`config.mk`:
```
export PLATFORM = sky130hd
export DESIGN_NAME = alu_seq_flat
export DESIGN_NICKNAME = d
export VERILOG_FILES = /design/src/rtl/alu_seq_if.sv /design/src/rtl/alu_seq.sv /design/src/flat_wrapper.sv
export SDC_FILE = /design/constraint.sdc
export NUM_CORES = 1
export LEC_CHECK = 0
export ABC_CLOCK_PERIOD_IN_PS = 4600
export CORE_MARGIN = 2
export CORE_UTILIZATION = 45
export CTS_CLUSTER_DIAMETER = 50
export CTS_CLUSTER_SIZE = 40
export DETAILED_ROUTE_END_ITERATION = 10
export GPL_TIMING_DRIVEN = 0
export HOLD_SLACK_MARGIN = 0.15
export PLACE_DENSITY = 0.66
export SLEW_MARGIN = 15
export SYNTH_ARGS = -nofsm -noshare
export SYNTH_HDL_FRONTEND = slang
export SYNTH_SLANG_ARGS = --single-unit
```
`constraint.sdc`:
```
create_clock -name clk -period 4.6 [get_ports clk]
set_input_delay 0.92 -clock clk [delete_from_list [all_inputs] [get_ports clk]]
set_output_delay 0.92 -clock clk [all_outputs]
set_load 0.02 [all_outputs]
```
`src/rtl/alu_seq_if.sv`:
```
// alu_seq_if: groups the bus-side and controller-side signals of the
// arithmetic/logic stage.
//   master : drives bus, b_write, aout, alu_op, alu_start (controller/datapath)
//   slave  : the ALU; drives alu_out, flags, alu_busy, alu_done, b_out
interface alu_seq_if #(
  parameter int WIDTH = 16
);
  logic [WIDTH-1:0] bus;
  logic             b_write;
  logic [WIDTH-1:0] aout;
  logic [2:0]       alu_op;
  logic             alu_start;
  logic [WIDTH-1:0] alu_out;
  logic [3:0]       flags;
  logic             alu_busy;
  logic             alu_done;
  logic [WIDTH-1:0] b_out;

  modport master (
    output bus, b_write, aout, alu_op, alu_start,
    input  alu_out, flags, alu_busy, alu_done, b_out
  );

  modport slave (
    input  bus, b_write, aout, alu_op, alu_start,
    output alu_out, flags, alu_busy, alu_done, b_out
  );
endinterface

```
`src/rtl/alu_seq.sv`:
```
// alu_seq: arithmetic/logic stage downstream of the accumulator.
// Operand A is the accumulator value (aout); operand B is held in an internal
// register loaded from the shared bus. Single-cycle ops complete on the start
// edge; MUL is a shift-add multiply taking MUL_CYCLES iteration edges.
// Ports:
//   clk        rising-edge clock
//   rst        asynchronous active-high reset
//   alu.bus    shared bus, source for B       alu.b_write  load B
//   alu.aout   operand A                      alu.alu_op   op select
//   alu.alu_start  start request (IDLE only)
//   alu.alu_out    registered result          alu.flags    registered {Z,C,N,V}
//   alu.alu_busy   multiply in progress       alu.alu_done one-cycle completion pulse
//   alu.b_out      current B register
module alu_seq #(
  parameter int WIDTH      = 16,
  parameter int MUL_CYCLES = WIDTH
) (
  input  logic      clk,
  input  logic      rst,
  alu_seq_if.slave  alu
);

  localparam int CW = $clog2(MUL_CYCLES + 1);

  typedef enum logic [1:0] {
    IDLE = 2'd0,
    MUL  = 2'd1,
    DONE = 2'd2
  } state_t;

  typedef enum logic [2:0] {
    OP_ADD = 3'b000,
    OP_SUB = 3'b001,
    OP_AND = 3'b010,
    OP_OR  = 3'b011,
    OP_XOR = 3'b100,
    OP_NOT = 3'b101,
    OP_SHL = 3'b110,
    OP_MUL = 3'b111
  } op_t;

  state_t             state, state_nx;
  logic [WIDTH-1:0]   b_reg;
  logic [WIDTH-1:0]   alu_out_r;
  logic [3:0]         flags_r;

  // Multiply working registers: shifted multiplicand, remaining multiplier
  // bits, running product and iteration count.
  logic [2*WIDTH-1:0] mcand;
  logic [WIDTH-1:0]   mplier;
  logic [2*WIDTH-1:0] prod;
  logic [CW-1:0]      cnt;

  logic [2*WIDTH-1:0] prod_nx;
  logic               mul_last;

  logic [WIDTH:0]     sum;
  logic [WIDTH:0]     diff;
  logic [WIDTH-1:0]   sc_res;
  logic               sc_c;
  logic               sc_v;

  logic               sc_load;
  logic               mul_load;
  logic               mul_fin;

  // Single-cycle result and C/V flags from live A and the pre-edge B register.
  always_comb begin
    sum    = {1'b0, alu.aout} + {1'b0, b_reg};
    diff   = {1'b0, alu.aout} - {1'b0, b_reg};
    sc_res = '0;
    sc_c   = 1'b0;
    sc_v   = 1'b0;
    case (op_t'(alu.alu_op))
      OP_ADD: begin
        sc_res = sum[WIDTH-1:0];
        sc_c   = sum[WIDTH];
        sc_v   = (alu.aout[WIDTH-1] == b_reg[WIDTH-1]) &&
                 (sum[WIDTH-1] != alu.aout[WIDTH-1]);
      end
      OP_SUB: begin
        sc_res = diff[WIDTH-1:0];
        // Bit WIDTH of the widened difference is the borrow (A < B unsigned).
        sc_c   = diff[WIDTH];
        sc_v   = (alu.aout[WIDTH-1] != b_reg[WIDTH-1]) &&
                 (diff[WIDTH-1] != alu.aout[WIDTH-1]);
      end
      OP_AND: sc_res = alu.aout & b_reg;
      OP_OR:  sc_res = alu.aout | b_reg;
      OP_XOR: sc_res = alu.aout ^ b_reg;
      OP_NOT: sc_res = ~alu.aout;
      OP_SHL: begin
        sc_res = {alu.aout[WIDTH-2:0], 1'b0};
        sc_c   = alu.aout[WIDTH-1];
      end
      default: begin
        sc_res = '0;
        sc_c   = 1'b0;
        sc_v   = 1'b0;
      end
    endcase
  end

  // One shift-add step; on the final iteration this value is also the
  // completed product, so the result is registered from it directly.
  always_comb begin
    prod_nx  = prod + (mplier[0] ? mcand : '0);
    mul_last = (cnt == CW'(MUL_CYCLES - 1));
  end

  // Next-state and load strobes.
  always_comb begin
    state_nx = state;
    sc_load  = 1'b0;
    mul_load = 1'b0;
    mul_fin  = 1'b0;
    case (state)
      IDLE: begin
        if (alu.alu_start) begin
          if (op_t'(alu.alu_op) == OP_MUL) begin
            mul_load = 1'b1;
            state_nx = MUL;
          end else begin
            sc_load  = 1'b1;
            state_nx = DONE;
          end
        end
      end
      MUL: begin
        if (mul_last) begin
          mul_fin  = 1'b1;
          state_nx = DONE;
        end
      end
      DONE:    state_nx = IDLE;
      default: state_nx = IDLE;
    endcase
  end

  always_ff @(posedge clk or posedge rst) begin
    if (rst) begin
      state <= IDLE;
    end else begin
      state <= state_nx;
    end
  end

  always_ff @(posedge clk or posedge rst) begin
    if (rst) begin
      b_reg     <= '0;
      alu_out_r <= '0;
      flags_r   <= '0;
      mcand     <= '0;
      mplier    <= '0;
      prod      <= '0;
      cnt       <= '0;
    end else begin
      if (alu.b_write) begin
        b_reg <= alu.bus;
      end

      if (mul_load) begin
        mcand  <= {{WIDTH{1'b0}}, alu.aout};
        mplier <= b_reg;
        prod   <= '0;
        cnt    <= '0;
      end else if (state == MUL) begin
        prod   <= prod_nx;
        mcand  <= mcand << 1;
        mplier <= mplier >> 1;
        cnt    <= cnt + CW'(1);
      end

      if (sc_load) begin
        alu_out_r <= sc_res;
        flags_r   <= {~|sc_res, sc_c, sc_res[WIDTH-1], sc_v};
      end else if (mul_fin) begin
        alu_out_r <= prod_nx[WIDTH-1:0];
        flags_r   <= {~|prod_nx[WIDTH-1:0], |prod_nx[2*WIDTH-1:WIDTH],
                      prod_nx[WIDTH-1], 1'b0};
      end
    end
  end

  assign alu.alu_out  = alu_out_r;
  assign alu.flags    = flags_r;
  assign alu.alu_busy = (state == MUL);
  assign alu.alu_done = (state == DONE);
  assign alu.b_out    = b_reg;

endmodule

```
`src/flat_wrapper.sv`:
```
// flat-port wrapper written by rule: the top's interface ports become plain ports
module alu_seq_flat 
#(
  parameter int WIDTH      = 16,
  parameter int MUL_CYCLES = WIDTH
)
  (clk, rst, alu_bus, alu_b_write, alu_aout, alu_alu_op, alu_alu_start, alu_alu_out, alu_flags, alu_alu_busy, alu_alu_done, alu_b_out);
  alu_seq_if #(.WIDTH(WIDTH)) alu_i ();
  input  logic clk;
  input  logic rst;
  input wire logic [$bits(alu_i.bus)-1:0] alu_bus;
  input wire logic [$bits(alu_i.b_write)-1:0] alu_b_write;
  input wire logic [$bits(alu_i.aout)-1:0] alu_aout;
  input wire logic [$bits(alu_i.alu_op)-1:0] alu_alu_op;
  input wire logic [$bits(alu_i.alu_start)-1:0] alu_alu_start;
  output wire logic [$bits(alu_i.alu_out)-1:0] alu_alu_out;
  output wire logic [$bits(alu_i.flags)-1:0] alu_flags;
  output wire logic [$bits(alu_i.alu_busy)-1:0] alu_alu_busy;
  output wire logic [$bits(alu_i.alu_done)-1:0] alu_alu_done;
  output wire logic [$bits(alu_i.b_out)-1:0] alu_b_out;
  assign alu_i.bus = alu_bus;
  assign alu_i.b_write = alu_b_write;
  assign alu_i.aout = alu_aout;
  assign alu_i.alu_op = alu_alu_op;
  assign alu_i.alu_start = alu_alu_start;
  assign alu_alu_out = alu_i.alu_out;
  assign alu_flags = alu_i.flags;
  assign alu_alu_busy = alu_i.alu_busy;
  assign alu_alu_done = alu_i.alu_done;
  assign alu_b_out = alu_i.b_out;
  alu_seq #(.WIDTH(WIDTH), .MUL_CYCLES(MUL_CYCLES)) u_core (.clk(clk), .rst(rst), .alu(alu_i));
endmodule
```
==> results_tabular.tex <==
\begin{tabular}{lr}
\hline
Metric & Value \\
\hline
\multicolumn{2}{l}{\textbf{Synthesis}} \\
\quad Synth Cell Area & 9740 um\^{}2 \\
\quad Post-Synthesis Net Count & 1290 \\
\quad Area share of the largest cell type after synthesis & 31.3\% \\
\quad Area leader, netlist & sky130\_fd\_sc\_hd\_\_dfrtp\_1 \\
\quad Primary flip-flop cell chosen by synthesis mapping & sky130\_fd\_sc\_hd\_\_dfrtp\_1 \\
\quad Most frequent cells after synthesis & sky130\_fd\_sc\_hd\_\_nand2\_1, sky130\_fd\_sc\_hd\_\_dfrtp\_1, sky130\_fd\_sc\_hd\_\_o21ai\_0 \\
\quad Synth Register Bits & 122 \\
\quad Post-synth EDFFs & 0 \\
\quad Synthesized area divided by synthesized cell count & 8.38 um\^{}2 \\
\quad Sequential share of the synthesized area & 31.3\% \\
\quad Asr flop ratio synth & 100\% \\
\quad Yosys warning total & 0 \\
\quad Unique cell type count in the Yosys netlist & 88 \\
\quad Syn Inst Count & 1163 \\
\quad Library cell with the highest instance count after synthesis & sky130\_fd\_sc\_hd\_\_nand2\_1 \\
\quad Leading cell types by total area after synthesis & sky130\_fd\_sc\_hd\_\_dfrtp\_1, sky130\_fd\_sc\_hd\_\_ha\_1, sky130\_fd\_sc\_hd\_\_nand2\_1 \\
\multicolumn{2}{l}{\textbf{CTS}} \\
\quad Clk sinks & 122 \\
\quad TritonCTS clock tree & built \\
\quad Hold-fix buffers at CTS & 0 \\
\quad Maximum buffer depth of the clock tree & 2 \\
\quad Root buffer cell & sky130\_fd\_sc\_hd\_\_clkbuf\_16 \\
\quad Clock network latency to the later pin of the worst-skew pair & 0.43 ns \\
\quad Number of gates resized after cts & 0 \\
\quad Number of CTS-inserted buffers & 17 \\
\quad Buffers inserted during post-CTS setup optimization & 0 \\
\quad CTS H-tree lvls & 4 \\
\quad Clock Pin Slew Worst Setup and Hold Paths & 0.06 ns \\
\multicolumn{2}{l}{\textbf{STA}} \\
\quad Minimum hold slack & 0.479 ns \\
\quad Minimum period implied by the final worst setup slack & 4.30 ns \\
\quad Slew headroom & 45.9\% \\
\quad Setup repair after global routing missed its margin & false \\
\quad Worst clock skew & 0.0113 ns \\
\quad Highest attainable clock frequency & 233 MHz \\
\quad Final hold violations & 0 \\
\quad Count of final max-slew check failures & 0 \\
\quad Final count of negative-setup-slack endpoints & 0 \\
\quad Ratio of final minimum period to clock period & 93.4\% \\
\quad Least-Margin Pin Slew & 0.806 ns \\
\multicolumn{2}{l}{\textbf{Routing}} \\
\quad Count of vias placed by the detailed router & 9266 \\
\quad Routed length per instance & 20.7 um \\
\quad Iteration count of the initial detailed-routing pass & 5 \\
\quad DRC violations left & 0 \\
\quad Antenna-violating nets left & 0 \\
\quad Ratio of routed vias to standard cells & 5.99 \\
\quad Total length of routed wires & 32.0 mm \\
\quad Initial DRC Count & 793 \\
\multicolumn{2}{l}{\textbf{Global route}} \\
\quad Pin count of the biggest net entering global routing & 66 \\
\quad Global-route wire length before repair & 50.0 mm \\
\quad Tot GR Track Use & 28.8\% \\
\quad Number of antenna violations at the first check in global routing & 0 \\
\quad GR Overflow Total & 0 \\
\quad Number of global-route vias before repair & 9158 \\
\multicolumn{2}{l}{\textbf{Power and ir drop}} \\
\quad Static Leakage & 5.02 nW \\
\quad Cell area power density & 468 nW/um\^{}2 \\
\quad Maximum vdd ir drop & 0.280 mV \\
\multicolumn{2}{l}{\textbf{Floorplanning}} \\
\quad Initial cell density of the core & 46.1\% \\
\quad Die Y-Extent & 151 um \\
\quad Number of ports placed on the die boundary & 77 \\
\quad DIE AREA & 22800 um\^{}2 \\
\quad Core Box Area & 21200 um\^{}2 \\
\quad Width of the chip & 151 um \\
\quad Standard-cell rows & 53 \\
\multicolumn{2}{l}{\textbf{Final layout}} \\
\quad Syn-to-layout area delta & 17.9\% \\
\quad Final design instance area without fill & 11500 um\^{}2 \\
\quad Share of cells above drive strength 1 & 6.92\% \\
\quad Fin nets & 1385 \\
\quad Diodes inserted & 0 \\
\quad Filler cells & 2038 \\
\multicolumn{2}{l}{\textbf{Run status}} \\
\quad Result of the run & complete, no violations \\
\multicolumn{2}{l}{\textbf{Critical path}} \\
\quad Kind of launch point of the worst setup path & primary input \\
\quad Setup CP Type & in -> reg \\
\quad Reg2reg setup slack & 0.45 ns \\
\quad Endpoint kind of the worst setup timing path & flop \\
\quad CP max-delay cell & sky130\_fd\_sc\_hd\_\_clkdlybuf4s50\_1 \\
\quad Data arrival time at the worst-slack endpoint & 4.66 ns \\
\quad Required time of the critical path & 4.96 ns \\
\quad Critical Path, Cell by Cell & clkdlybuf4s50\_1 -> inv\_1 -> ha\_1 -> inv\_1 -> fa\_1 -> nand2b\_1 -> nand3\_1 -> a221oi\_2 -> o221ai\_1 -> a222oi\_1 -> nand4b\_1 -> nor4\_1 -> nand4\_1 -> nor4\_2 -> a31o\_1 \\
\quad CP peak stage delay & 0.54 ns \\
\quad Worst-path fanout max & 5 \\
\quad Dominant cell type by count on the critical path & sky130\_fd\_sc\_hd\_\_inv\_1 \\
\multicolumn{2}{l}{\textbf{Placed design}} \\
\quad Placed cell areas & 10900 um\^{}2 \\
\quad Post-DP HPWL & 25.0 mm \\
\quad GP Congestion & 0.956 \\
\quad Port buffer count & 75 \\
\multicolumn{2}{l}{\textbf{Run}} \\
\quad Max Cap Violations & 0 \\
\multicolumn{2}{l}{\textbf{Hold path}} \\
\quad Type of the tightest min-delay check & reg -> reg \\
\hline
\end{tabular}
==> layout by cell type (no fill, tap or decap), types with 13 or more instances in the layout <==
cell and instances:
sky130_fd_sc_hd__inv_1 67, sky130_fd_sc_hd__o22ai_1 31, sky130_fd_sc_hd__and2_1 33, sky130_fd_sc_hd__clkdlybuf4s50_1 75, sky130_fd_sc_hd__o21ai_0 88, sky130_fd_sc_hd__ha_1 85
sky130_fd_sc_hd__a21oi_1 69, sky130_fd_sc_hd__nand3_1 13, sky130_fd_sc_hd__dfrtp_1 122, sky130_fd_sc_hd__clkbuf_16 17, sky130_fd_sc_hd__nor2_1 50, sky130_fd_sc_hd__nand2_1 165
sky130_fd_sc_hd__a221o_1 39, sky130_fd_sc_hd__nand2b_1 13, sky130_fd_sc_hd__xor2_1 14, sky130_fd_sc_hd__o221ai_1 17, sky130_fd_sc_hd__clkbuf_1 55, sky130_fd_sc_hd__a21o_1 14
sky130_fd_sc_hd__mux2i_1 22, sky130_fd_sc_hd__xnor2_1 16, sky130_fd_sc_hd__nor3_1 56
==> worst max-delay path, delay by kind of cell <==
kind / cells / cell delay (ns)
AOI/OAI and AO/OA: 4 / 1.30
and+or+nand+nor: 6 / 1.09
buffers and inverters: 3 / 0.73
adders and majority gates: 2 / 0.60
==> stage by stage <==
| stage | setup WS (ns) | TNS (ns) | utilization [%] | power (mW) | cells |
|---|---|---|---|---|---|
| 6_report | 0.302 | 0 | 54.3 | 5.38 | 1546 |
| 5_1_grt | 0.0939 | 0 | 54.3 | 5.69 | 1546 |
| 2_1_floorplan | 0.437 | 0 | - | 3.16 | 1163 |
| 3_5_place_dp | -0.0613 | -0.0613 | 51.4 | 3.94 | 1514 |
| 3_3_place_gp | -1.54 | -185.79 | 51.2 | 3.90 | 1513 |
| 4_1_cts | 0.340 | 0 | 54.3 | 5.38 | 1546 |
==> worst paths after layout <==
| path | to | depth (start not counted) | startpoint |
|---|---|---|---|
| setup / recovery | u_core.alu.flags[3] | 15 | alu_aout[0] |
| hold / removal | u_core.alu.flags[0] | 2 | u_core.alu.flags[0] |
| setup reg to reg | u_core.alu.flags[2] | 14 | u_core.mplier[0] |
| hold reg to reg | u_core.alu.flags[0] | 2 | u_core.alu.flags[0] |
| max in group asynchronous | u_core.mplier[11] | 3 | rst |
| min in group asynchronous | u_core.prod[13] | 2 | rst |
==> registers in the layout, summed over array words and instances, names as in the netlist <==
signal / flops
u_core.mplier: 16
u_core.state: 2
u_core.prod: 32
u_core.alu.alu_out: 15
u_core.alu.b_out: 16
u_core.cnt: 5
u_core.alu.flags: 4
u_core.mcand: 32
==> routing by layer <==
metal	vias up	routed length, um	GRT usage, %
li1	4433	-	-
met1	4450	13800	36.5
met2	325	15400	49.3
met3	58	1620	4.49
met4	0	1140	11.5
met5	-	0	0
==> power breakdown <==
| group | switching [mW] | internal, mW |
|---|---|---|
| clock | 0.562 | 0.863 |
| sequential | 0.302 | 1.46 |
| combinational | 1.31 | 0.882 |
| total | 2.18 | 3.20 |
==> layout make-up <==
class                   count  area (um^2)  area share, %
plain buffers              71          305           2.66
clock buffers              17          425           3.70
clock inverters            15          188           1.63
inverters                  72          275           2.40
multi-input cells         898         6110           53.2
flip-flops and latches    122         3050           26.6
well taps                 275          344           3.00
repair buffers             76          778           6.78
==> cells by family (layout without fill, tap and decap cells) <==
| kind of cell | after synthesis | after routing | share of synthesized area (%) |
|---|---|---|---|
| compound gates | 370 | 370 | 26.8 |
| xor+xnor | 30 | 30 | 2.70 |
| fa+ha+maj | 88 | 88 | 11.5 |
| buf+inv | 143 | 251 | 5.91 |
| flops | 122 | 122 | 31.3 |
| mux | 26 | 26 | 2.84 |
| simple gates | 384 | 384 | 18.9 |
(Power assumes the default switching activity.)
